`config.mk`:
```
export PLATFORM = sky130hd
export DESIGN_NAME = mem_arbiter
export DESIGN_NICKNAME = d
export VERILOG_FILES = /design/src/rtl/mem_arbiter.sv
export SDC_FILE = /design/constraint.sdc
export NUM_CORES = 1
export LEC_CHECK = 0
export ABC_AREA = 1
export CAP_MARGIN = 15
export CORE_AREA = 2 2 104 106
export DETAILED_ROUTE_END_ITERATION = 10
export DIE_AREA = 0 0 106 108
export HOLD_SLACK_MARGIN = 0.1
export PLACE_DENSITY_LB_ADDON = 0.3
export SLEW_MARGIN = 20
export SYNTH_ARGS = -nofsm -noshare
export SYNTH_HDL_FRONTEND = slang
export SYNTH_SLANG_ARGS = --single-unit
export TNS_END_PERCENT = 100
```
`constraint.sdc`:
```
create_clock -name CLK -period 3.81 [get_ports CLK]
set_clock_uncertainty 0.2 [all_clocks]
set_input_delay 0.381 -clock CLK [delete_from_list [all_inputs] [get_ports CLK]]
set_output_delay 0.381 -clock CLK [all_outputs]
set_load 0.005 [all_outputs]
```
`src/rtl/mem_arbiter.sv`:
```
// Arbitrates one RAM port between instruction fetch and data access requesters.
// D has priority over I, with a burst limit that forces I through and a RAM-ready timeout.
module mem_arbiter #(
  parameter int unsigned MAX_DBURST = 4,
  parameter int unsigned TIMEOUT    = 64
) (
  input  logic        CLK,
  input  logic        RST,
  input  logic        iREN,
  input  logic [31:0] iaddr,
  output logic        iwait,
  output logic [31:0] iload,
  input  logic        dREN,
  input  logic        dWEN,
  input  logic [31:0] daddr,
  input  logic [31:0] dstore,
  output logic        dwait,
  output logic [31:0] dload,
  output logic        ramREN,
  output logic        ramWEN,
  output logic [31:0] ramaddr,
  output logic [31:0] ramstore,
  input  logic [31:0] ramload,
  input  logic        ram_ready,
  output logic        err
);

  localparam int unsigned DCW = $clog2(MAX_DBURST + 1);
  localparam int unsigned TCW = $clog2(TIMEOUT);

  typedef enum logic [1:0] {
    IDLE   = 2'd0,
    DGRANT = 2'd1,
    IGRANT = 2'd2
  } state_t;

  state_t         state_q, state_d;
  logic [DCW-1:0] dcount_q, dcount_d;
  logic [TCW-1:0] tcount_q, tcount_d;

  logic d_req, d_act, i_act, d_done, i_done, tmo, i_forced;

  // Grant qualifiers: a grant only drives RAM while its requester still asks.
  always_comb begin
    d_req    = dREN | dWEN;
    d_act    = (state_q == DGRANT) && !RST && d_req;
    i_act    = (state_q == IGRANT) && !RST && iREN;
    d_done   = d_act && ram_ready;
    i_done   = i_act && ram_ready;
    tmo      = (d_act || i_act) && !ram_ready && (tcount_q == TCW'(TIMEOUT - 1));
    i_forced = iREN && (dcount_q == DCW'(MAX_DBURST));
  end

  always_comb begin
    ramREN   = i_act | (d_act & ~dWEN);
    ramWEN   = d_act & dWEN;
    ramstore = ramWEN ? dstore : 32'h0;
    ramaddr  = 32'h0;
    if (state_q == DGRANT)      ramaddr = daddr;
    else if (state_q == IGRANT) ramaddr = iaddr;
    iwait    = ~i_done;
    dwait    = ~d_done;
    iload    = ramload;
    dload    = ramload;
    err      = tmo;
  end

  always_comb begin
    state_d  = state_q;
    dcount_d = dcount_q;
    tcount_d = (state_q == IDLE) ? '0 : tcount_q + TCW'(1);
    case (state_q)
      IDLE: begin
        if (d_req && !i_forced) state_d = DGRANT;
        else if (iREN)          state_d = IGRANT;
      end
      DGRANT: if (!d_req || ram_ready || tmo) state_d = IDLE;
      IGRANT: if (!iREN || ram_ready || tmo)  state_d = IDLE;
      default: state_d = IDLE;
    endcase
    // Burst counter only tracks D completions that made I wait.
    if (!iREN || i_done)
      dcount_d = '0;
    else if (d_done && (dcount_q != DCW'(MAX_DBURST)))
      dcount_d = dcount_q + DCW'(1);
  end

  always_ff @(posedge CLK) begin
    if (RST) begin
      state_q  <= IDLE;
      dcount_q <= '0;
      tcount_q <= '0;
    end else begin
      state_q  <= state_d;
      dcount_q <= dcount_d;
      tcount_q <= tcount_d;
    end
  end

endmodule
```
# After elaboration in Yosys (flattened, before gate mapping)
# Cells that the tools add are included.
dict set report word_totals {
  regBits 11
  inputBits 134
}
dict set report op_classes {
  addsub 2
  n_eq_ne 8
  mux 8
  n_bitwise 7
  n_reduce_logical 26
}
# operator count
set ops {}
lappend ops {{$mux 32} 3}
lappend ops {{$logic_and 1x1->1} 11}
lappend ops {{$mux 2} 4}
lappend ops {{$add 6x1->6 const B} 1}
lappend ops {{$eq 6x6->1 const B} 1}
lappend ops {{$logic_or 1x1->1} 6}
lappend ops {{$pmux 2 s3} 1}
lappend ops {{$logic_not 1->1} 5}
lappend ops {{$ne 2x1->1 const B} 2}
lappend ops {{$reduce_or 2->1} 2}
lappend ops {{$add 3x1->3 const B} 1}
lappend ops {{$eq 3x3->1 const B} 1}
lappend ops {{$ne 3x2->1 const B} 1}
lappend ops {{$ne 3x3->1 const B} 1}
lappend ops {{$not 1->1} 3}
lappend ops {{$reduce_and 3->1} 1}
lappend ops {{$and 1x1->1} 2}
lappend ops {{$eq 2x1->1 const B} 1}
lappend ops {{$eq 2x2->1 const B} 1}
lappend ops {{$logic_not 2->1} 1}
lappend ops {{$or 1x1->1} 2}

# Logic depth before layout (Yosys ltp)
# Gate-level depths: netlist (run 1).
dict set report depth {
  ltp_word 9
  depth_mapped 8
}

# Worst setup path after synthesis (run 1)
# OpenSTA, ideal clock, no wires.
dict set report synth_timing {
  path_kind {register -> output}
  startpoint {register state_q[1]}
  endpoint {output ramstore[22]}
  t_arrival_ns 1.077
  setup_slack_ns 2.152
  path_stages_with_launch 7
  path_cell_list {dfxtp_1 -> nor2_4 -> nand2_2 -> nor2_4 -> nand2_4 -> buf_6 -> nor2_2}
}
dict set report synth_between {
  elab_chain_cells 5
}
# item line_no
set synth_rtl {}
lappend synth_rtl {{start, declared} 37} ;# state_t state_q, state_d;
lappend synth_rtl {{start signal, assigned} 94} ;# state_q <= state_d;
lappend synth_rtl {{$eq 2x1->1} 46} ;# d_act = (state_q == DGRANT) && !RST && d_req;
lappend synth_rtl {{$logic_and 1x1->1 (2 in a row)} 46}
lappend synth_rtl {{$and 1x1->1} 56} ;# ramWEN = d_act & dWEN;
lappend synth_rtl {{$mux 32} 57} ;# ramstore = ramWEN ? dstore : 32'h0;
lappend synth_rtl {{end, declared} 22} ;# output logic [31:0] ramstore,
# No other way between the ends.

# Worst setup path in the final report (run 1)
dict set report layout_timing {
  startpoint {input dWEN}
  endpoint {output ramstore[27]}
}
dict set report layout_between {
  elab_chain_cells 4
}
# item line_no
set layout_rtl {}
lappend layout_rtl {{start, declared} 14} ;# input logic dWEN,
lappend layout_rtl {{$or 1x1->1} 45} ;# d_req = dREN | dWEN;
lappend layout_rtl {{$logic_and 1x1->1} 46}
lappend layout_rtl {{$and 1x1->1 (*)} 56}
lappend layout_rtl {{$mux 32 (*)} 57}
# Every way passes the cells marked *; elsewhere a longest branch is shown, timed or not.

==> metrics.cfg, run 1 <==
[timing]
worst_pin_slew_ns = 0.524
fin_crit_sh_pct = 78.2
slew_violations = 0
finalHoldViolCount = 0
min_period_ns = 2.98
whs_ns = 0.244
worst_slack_ns = 0.830
fin_tns_setup_ns = 0
max_slew_margin_pct = 65.0
fmax_ghz = 0.336
grt_setup_unrepaired = false
setup_viol = 0

[synth]
synth_area_per_cell_sq_um = 6.71
synthAdderAreaFrac_pct = 2.13
synth-simple-area-share_pct = 23.5
syn_nets = 400
yosysSeqAreaShare_pct = 12.5
synth_compound_area_share_pct = 19.3
synthDistinctLibCells = 22
synth_seq_cells = 11
synth-xor-area-share_pct = 0.993
synth_top_family_by_area = buffers and inverters
synth_cells = 263
yosys_warnings = 0
synth_mux_area_share_pct = 0
syn_area_sq_um = 1760

[grt]
antenna_found_initial = 0
grt.total_usage_pct = 11.0
grt_max_degree = 34
grt_pass1_wl_mm = 10.2
grt_pass1_vias = 1939
overflow = 0

[layout]
fin_nets = 503
antennaDiodeCount = 0
layout-drive-gt1-share_pct = 11.0
syn_to_final_growth_pct = 78.6

[drt]
drtIter0Drc = 99
wl_per_cell_um = 13.6
firstDrtPassIters = 4
wirelength_mm = 6.80
drtAntennaViolNets = 0
vias_per_cell = 3.86
drc_errors = 0
vias = 1935

[die]
dieArea_sq_um = 11400
pin_count = 267
row_count = 37
die_x_um = 106
die_h_um = 108
start_util_pct = 17.2
core_sq_um = 10200

[hold_path]
min_path_type = reg -> reg

[place]
dp_hpwl_mm = 5.63
place_ws_ns = 0.812
portBuffers = 170
place_congestion = 0.759

[status]
status = finished, final reports clean

[cts]
htree_levels = 1
post_cts.repair.setup_buffers = 0
clockRootBuffer = clkbuf_8
hold_buffers = 0
clock_tree.buffer_depth = 2
clkLatencyLatePin_ns = 0.24
cts_tree = done
cts.sinks = 11
path_clk_slew_ns = 0.05
post_cts_resized = 0
cts_buffers = 3

[power_and_ir_drop]
vdd.ir_drop.worst_mv = 0.204
power_w = 0.000549
power_leakage_nw = 1.30
power_density_nw_per_um2 = 174

[critical_path]
arrival_ns = 2.40
cp.required_ns = 3.23
cp-end-kind = output pin
critical_path_class = in -> out
worst-path-max-fanout = 33
startpoint_type = input port

[flow_run]
maxCapViolCount = 0

[final timing paths]
kind / from / end / slack, ns / depth (start not counted)
setup / recovery: dWEN / ramstore[27] / 0.83 / 8
hold / removal: tcount_q[0]$_SDFF_PP0_ / tcount_q[0]$_SDFF_PP0_ / 0.24 / 1
setup reg to reg: state_q[1]$_SDFFE_PP0P_ / dcount_q[0]$_SDFFE_PP0P_ / 2.18 / 6
hold reg to reg: tcount_q[0]$_SDFF_PP0_ / tcount_q[0]$_SDFF_PP0_ / 0.24 / 1
[metrics by stage]
| stage | std cells | util [%] | cell area, sq um |
|---|---|---|---|
| detailed placement | 497 | 30.4 | 3110 |
| global placement | 497 | 30.4 | 3110 |
| global route | 501 | 30.8 | 3150 |
| finish | 501 | 30.8 | 3150 |
| CTS | 501 | 30.8 | 3150 |
| floorplan | 263 | - | 1760 |
[critical path: stages]
cell and delay [ns]:
clkdlybuf4s50_1 0.52, inv_1 0.08, nand2_1 0.10, nand2_2 0.08, nor2_4 0.19, nand2_4 0.32
nor2_2 0.17, clkdlybuf4s50_1 0.54
[sequential cells by signal (all words and copies together) (netlist names)]
register and flops:
tcount_q 6, state_q 2, dcount_q 3
[per-layer routing]
metal  GRT usage, %  share of wire [%]
met1           12.5                 39
met2           20.6                 52
met3           3.56                7.9
met4           1.41                1.3
met5              0                  0
[layout make-up]
class / instances / area [sq um]
tap: 136 / 170
clock buffer: 4 / 45.0
fill: 1077 / 7080
multi-input combinational: 128 / 811
timing repair buffer: 172 / 1720
inverter: 50 / 188
sequential: 11 / 220
[placed cells by master (no fill, tap or decap), drive strengths merged]
master / count
clkdlybuf4s50: 170
inv: 50
nor2: 46
a22o: 32
nand2: 20
dfxtp: 11
nand3: 8
a21oi: 8
o21ai: 4
nand4: 4
clkbuf: 4
ha: 3
xor2: 2
buf: 2
nor3: 1
[logic make-up (layout without fill, tap and decap cells)]
group / Yosys count / count (layout)
buffers and inverters: 124 / 226
and+or+nand+nor: 79 / 79
AOI/OAI and AO/OA: 44 / 44
DFF: 11 / 11
adders and majority gates: 3 / 3
xor gates and xnor gates: 2 / 2
[synth_stat cells (all sizes together)]
cell,instances,area [sq um]
ha,3,37.5
o21ai,4,20.0
inv,50,188
nand2,20,85.1
nor3,1,5.00
buf,73,542
clkbuf,1,3.75
xor2,2,17.5
nor2,46,260
a22o,32,280
dfxtp,11,220
a21oi,8,40.0
nand3,8,40.0
nand4,4,25.0
[power by group]
group          switching [W]  leakage, nW  total [W]  internal, W
clock              0.0000460       0.0228   0.000120    0.0000737
sequential        0.00000349       0.0892   0.000123     0.000119
combinational       0.000105         1.19   0.000307     0.000202
Note: power is estimated with default switching activity, not from simulation.
==> inputs of run 2 (changes only) <==
--- a/config.mk
+++ b/config.mk
@@ -7,9 +7,9 @@
 export LEC_CHECK = 0
 export ABC_AREA = 1
 export CAP_MARGIN = 15
-export CORE_AREA = 2 2 104 106
+export CORE_AREA = 2 2 103 105
 export DETAILED_ROUTE_END_ITERATION = 10
-export DIE_AREA = 0 0 106 108
+export DIE_AREA = 0 0 105 107
 export HOLD_SLACK_MARGIN = 0.1
 export PLACE_DENSITY_LB_ADDON = 0.3
 export SLEW_MARGIN = 20
==> constraint.sdc (replaced) <==
create_clock -name CLK -period 2.8 [get_ports CLK]
set_clock_uncertainty 0.2 [all_clocks]
set_input_delay 0.28 -clock CLK [delete_from_list [all_inputs] [get_ports CLK]]
set_output_delay 0.28 -clock CLK [all_outputs]
set_load 0.005 [all_outputs]
==> run 2 against run 1 <==
Sequential share of layout area is 0.13 points lower. Wire length is 10% higher. Die area is 1.9% lower. Cell area is 1.9% higher. Combinational power is 40% higher. Clock power is 35% higher. Global-route usage is 0.98 points higher. Critical endpoint is now ramstore[26]. Count of clock-buffer cells in the layout is 1 lower. Register-to-register slack worse by 0.97 ns. Total power is 38% higher. Utilization is 1.0 points higher. Critical path depth is 1 higher.
==> metrics.cfg, run 2 (synthesis gave the netlist of run 1 again) <==
[drt]
wl_per_cell_um = 14.8
vias = 1975
vias_per_cell = 3.91
drtAntennaViolNets = 0
firstDrtPassIters = 4
wirelength_mm = 7.49
drc_errors = 0
drtIter0Drc = 85

[cts]
cts_buffers = 3
cts.sinks = 11
hold_buffers = 0
clock_tree.buffer_depth = 2
path_clk_slew_ns = 0.05
cts_tree = done
htree_levels = 1
clkLatencyLatePin_ns = 0.24
clockRootBuffer = clkbuf_8

[place]
place_ws_ns = 0.0181
portBuffers = 170
dp_hpwl_mm = 6.11
place_congestion = 0.818
dp.cells = 498

[layout]
fin_nets = 507
layout_commonest_cell = clkdlybuf4s50_1
mostFrequentLayoutCells = 169 x clkdlybuf4s50_1, 48 x inv_1, 32 x a22o_1
syn_to_final_growth_pct = 81.9
antennaDiodeCount = 0
top_regs = tcount_q (6), dcount_q (3), state_q (2)
layout-drive-gt1-share_pct = 12.2
fin_cells = 505
nFillCells = 1103
largest_reg_flops = 6
largest-register = tcount_q

[die]
pin_count = 267
start_util_pct = 17.5
core_sq_um = 10100
dieArea_sq_um = 11200
row_count = 37
die_x_um = 105
die_h_um = 107

[grt]
antenna_found_initial = 0
grt.total_usage_pct = 12.0
overflow = 0
grt_pass1_wl_mm = 10.9
grt_max_degree = 34
grt_pass1_vias = 1869

[critical_path]
startpoint_type = input port
cp.required_ns = 2.32
worstSetupEndpoint = ramstore[26]
r2r-end = state_q[1]$_SDFFE_PP0P_
r2r_slack_ns = 1.21
critical_path_class = in -> out
worst-path-max-fanout = 16
cp-end-kind = output pin
r2r_cells = 7
crit_start = dREN
reg2reg_from = dcount_q[0]$_SDFFE_PP0P_
arrival_ns = 2.07

[timing]
worst_pin_slew_ns = 0.364
max_slew_margin_pct = 75.7
fin_crit_sh_pct = 91.2
grt_setup_unrepaired = false
fmax_ghz = 0.391
min_period_ns = 2.55
worst_slack_ns = 0.245
finalHoldViolCount = 0
setup_viol = 0
fin_tns_setup_ns = 0
slew_violations = 0

[hold_path]
min_path_type = reg -> reg

[power_and_ir_drop]
power_leakage_nw = 1.33
power_density_nw_per_um2 = 237
vdd.ir_drop.worst_mv = 0.218

[flow_run]
maxCapViolCount = 0

[status]
status = finished, final reports clean

[run 2: cell types whose count changed in the layout (fill, tap and decap cells not counted), sizes merged]
cell and delta:
dlymetal6s2s +1, clkbuf -1, nand2 +1, clkinv +1, clkdlybuf4s50 -1, buf +3
[run 2: final cells by class]
cell class	count	area (sq um)	share of cell area, %
timing repair buffer	175	1750	54.7
multi-input combinational	129	831	25.9
sequential	11	220	6.86
inverter	50	188	5.85
tap	136	170	5.30
clock buffer	3	41.3	1.29
clock inverter	1	5.00	0.156
[run 2: power breakdown]
part           internal, W  total, W  switching (W)
sequential        0.000162  0.000167     0.00000475
clock            0.0000981  0.000162      0.0000640
combinational     0.000281  0.000431       0.000150
[run 2: critical path, cell delays in order]
cell             delay [ns]
clkdlybuf4s50_1        0.46
inv_1                  0.06
nand2_1                0.08
nand2_2                0.08
nor2_4                 0.13
buf_12                 0.14
nand2_4                0.17
nor2_2                 0.14
clkdlybuf4s50_1        0.52
[run 2: how the worst min path moves through the flow]
stage / startpoint / end / slack (ns) / cells past startpoint
3_3_place_gp: tcount_q[0]$_SDFF_PP0_ / tcount_q[0]$_SDFF_PP0_ / 0.23 / 1
4_1_cts: tcount_q[0]$_SDFF_PP0_ / tcount_q[0]$_SDFF_PP0_ / 0.25 / 1
5_1_grt: tcount_q[0]$_SDFF_PP0_ / tcount_q[0]$_SDFF_PP0_ / 0.27 / 1
2_1_floorplan: RST / state_q[0]$_SDFFE_PP0P_ / 0.15 / 1
3_5_place_dp: tcount_q[0]$_SDFF_PP0_ / tcount_q[0]$_SDFF_PP0_ / 0.24 / 1
6_report: tcount_q[0]$_SDFF_PP0_ / tcount_q[0]$_SDFF_PP0_ / 0.25 / 1
[run 2: through the flow]
step,hold slack (ns),instance area [sq um],utilization [%],power (W)
after floorplan,0.149,1760,-,0.000381
after CTS,0.251,3160,31.3,0.000760
after global placement,0.228,3110,30.8,0.000588
after global routing,0.269,3210,31.8,0.000806
after detailed placement,0.242,3110,30.8,0.000592
final,0.247,3210,31.8,0.000759
[run 2: layer usage]
metal	track usage, %	vias to the layer above	share of wire (%)
met2	21.2	107	52
met4	2.48	0	1.8
met5	0	-	0
li1	-	977	-
met1	13.6	879	37
met3	4.86	12	8.6
[run 2: what timing repair did]
item	4_1_cts	5_1_grt
buffers inserted	0	2
setup endpoints to repair	0	33
resized for setup	0	2
==> inputs of run 3 (changes only) <==
--- a/config.mk
+++ b/config.mk
@@ -12,6 +12,7 @@
 export DIE_AREA = 0 0 105 107
 export HOLD_SLACK_MARGIN = 0.1
 export PLACE_DENSITY_LB_ADDON = 0.3
+export SETUP_SLACK_MARGIN = 0.4
 export SLEW_MARGIN = 20
 export SYNTH_ARGS = -nofsm -noshare
 export SYNTH_HDL_FRONTEND = slang
==> run 3 against run 2 <==
Utilization grew 1.9 points. Flip-flop and latch count stayed put. Largest power group unchanged. Sequential share of layout area down 0.38 points. Die area unchanged. Sequential power hardly changed. Via count up 2.7%. Critical endpoint is now ramstore[23]. Total power is 2.0% higher. First-iteration DRC count grew 8.2%. Clock power about the same. Global-route usage increased by 0.36 points. Fmax increased by 5.9%. Cell area grew 5.9%.
==> metrics.cfg, run 3 (synthesis gave the netlist of run 1 again) <==
[status]
status = finished, final reports clean

[layout]
mostFrequentLayoutCells = 138 x clkdlybuf4s50_1, 48 x inv_1, 32 x a22o_1
layout_commonest_cell = clkdlybuf4s50_1
layout-drive-gt1-share_pct = 16.0
syn_to_final_growth_pct = 92.6
fin_util_pct = 33.7
top_regs = tcount_q (6), dcount_q (3), state_q (2)
largest_reg_flops = 6
largest-register = tcount_q
fin_nets = 519
antennaDiodeCount = 0

[drt]
wl_per_cell_um = 15.0
drc_errors = 0
vias_per_cell = 3.92
firstDrtPassIters = 4
drtAntennaViolNets = 0
wirelength_mm = 7.77
vias = 2028
drtIter0Drc = 92

[critical_path]
r2r-end = state_q[1]$_SDFFE_PP0P_
cp-end-kind = output pin
cp_slowest_cell = clkdlybuf4s50_1
cp.required_ns = 2.32
crit_path_cell_trace = clkdlybuf4s50_1 > inv_1 > nand2_1 > nand2_2 > nor2_4 > buf_6 > nand2_8 > nor2_4 > clkdlybuf4s50_1
r2r_slack_ns = 1.18
max_stage_delay_ns = 0.51
reg2reg_from = dcount_q[0]$_SDFFE_PP0P_
startpoint_type = input port
crit_buf_inv = 4
crit_start = dREN
cpLargestDelayFamily = buffers and inverters
arrival_ns = 1.93
r2r_cells = 7
worst-path-max-fanout = 16
critical_path_class = in -> out

[timing]
max_slew_margin_pct = 76.0
finalHoldViolCount = 0
fmax_ghz = 0.414
setup_viol = 0
fin_tns_setup_ns = 0
min_period_ns = 2.41
fin_crit_sh_pct = 86.2
worst_pin_slew_ns = 0.360
slew_violations = 0
grt_setup_unrepaired = true

[cts]
cts.sinks = 11
htree_levels = 1
clockRootBuffer = clkbuf_8
hold_buffers = 0
path_clk_slew_ns = 0.05
cts_tree = done
cts_buffers = 3
clkLatencyLatePin_ns = 0.24
clock_tree.buffer_depth = 2

[place]
place_congestion = 0.818
dp_hpwl_mm = 6.11
portBuffers = 170

[die]
row_count = 37
core_sq_um = 10100
pin_count = 267
start_util_pct = 17.5
die_x_um = 105
dieArea_sq_um = 11200
die_h_um = 107

[grt]
grt_max_degree = 34
overflow = 0
grt.total_usage_pct = 12.4
grt_pass1_wl_mm = 11.2
antenna_found_initial = 0
grt_pass1_vias = 1923

[hold_path]
worstHoldPathCells = 2
min_to = state_q[0]$_SDFFE_PP0P_
min_path_type = in -> reg
worstHoldStart = RST

[flow_run]
maxCapViolCount = 0

[power_and_ir_drop]
power_leakage_nw = 1.85
power_density_nw_per_um2 = 228
vdd.ir_drop.worst_mv = 0.217

## run 3: worst register-to-register path: cells and delay by family (launching register included)
family / cells / cell delay, ns
DFF: 1 / 0.33
adders and majority gates: 1 / 0.14
buffers and inverters: 1 / 0.08
and+or+nand+nor: 3 / 0.29
AOI/OAI and AO/OA: 2 / 0.47
## run 3: worst max-delay path by stage
stage                         to  slack [ns]  depth (start not counted)
detailed placement  ramstore[30]        0.02                          8
CTS                 ramstore[26]        0.27                          9
finish              ramstore[23]        0.39                          9
global route        ramstore[31]        0.29                          9
global placement    ramstore[30]        0.06                          8
floorplan           ramstore[22]        1.24                          6
## run 3: timing repair
action,CTS,global route
pin swaps,2,1
resized for setup,12,35
cloned,1,1
buffers inserted,4,9
endpoints found under the setup margin,36,38
## run 3: metrics by stage
stage | hold WS (ns) | std cells | instance area [sq um] | worst slack (ns) | total power, W
2_1_floorplan | 0.149 | 263 | 1760 | 1.24 | 0.000381
3_3_place_gp | 0.228 | 498 | 3110 | 0.0561 | 0.000588
3_5_place_dp | 0.242 | 498 | 3110 | 0.0181 | 0.000592
4_1_cts | 0.251 | 507 | 3230 | 0.272 | 0.000773
5_1_grt | 0.240 | 517 | 3400 | 0.287 | 0.000821
6_report | 0.209 | 517 | 3400 | 0.387 | 0.000775
## run 3: power by group
group,internal (W),total [W],switching (W)
clock,0.0000981,0.000162,0.0000637
combinational,0.000288,0.000446,0.000158
sequential,0.000162,0.000167,0.00000472
## run 3: routing by layer
metal | wire length [um] | track usage [%]
met2 | 4120 | 21.8
met3 | 645 | 4.86
met4 | 132 | 2.48
met1 | 2880 | 14.2
met5 | 0 | 0
## run 3: layout make-up
type | count | area, sq um
flip-flops and latches | 11 | 220
fillers | 1090 | 6690
multi-input cells | 130 | 882
repair buffers | 186 | 1890
well taps | 136 | 170
clock inverters | 1 | 5.00
inverters | 50 | 188
clock buffers | 3 | 41.3
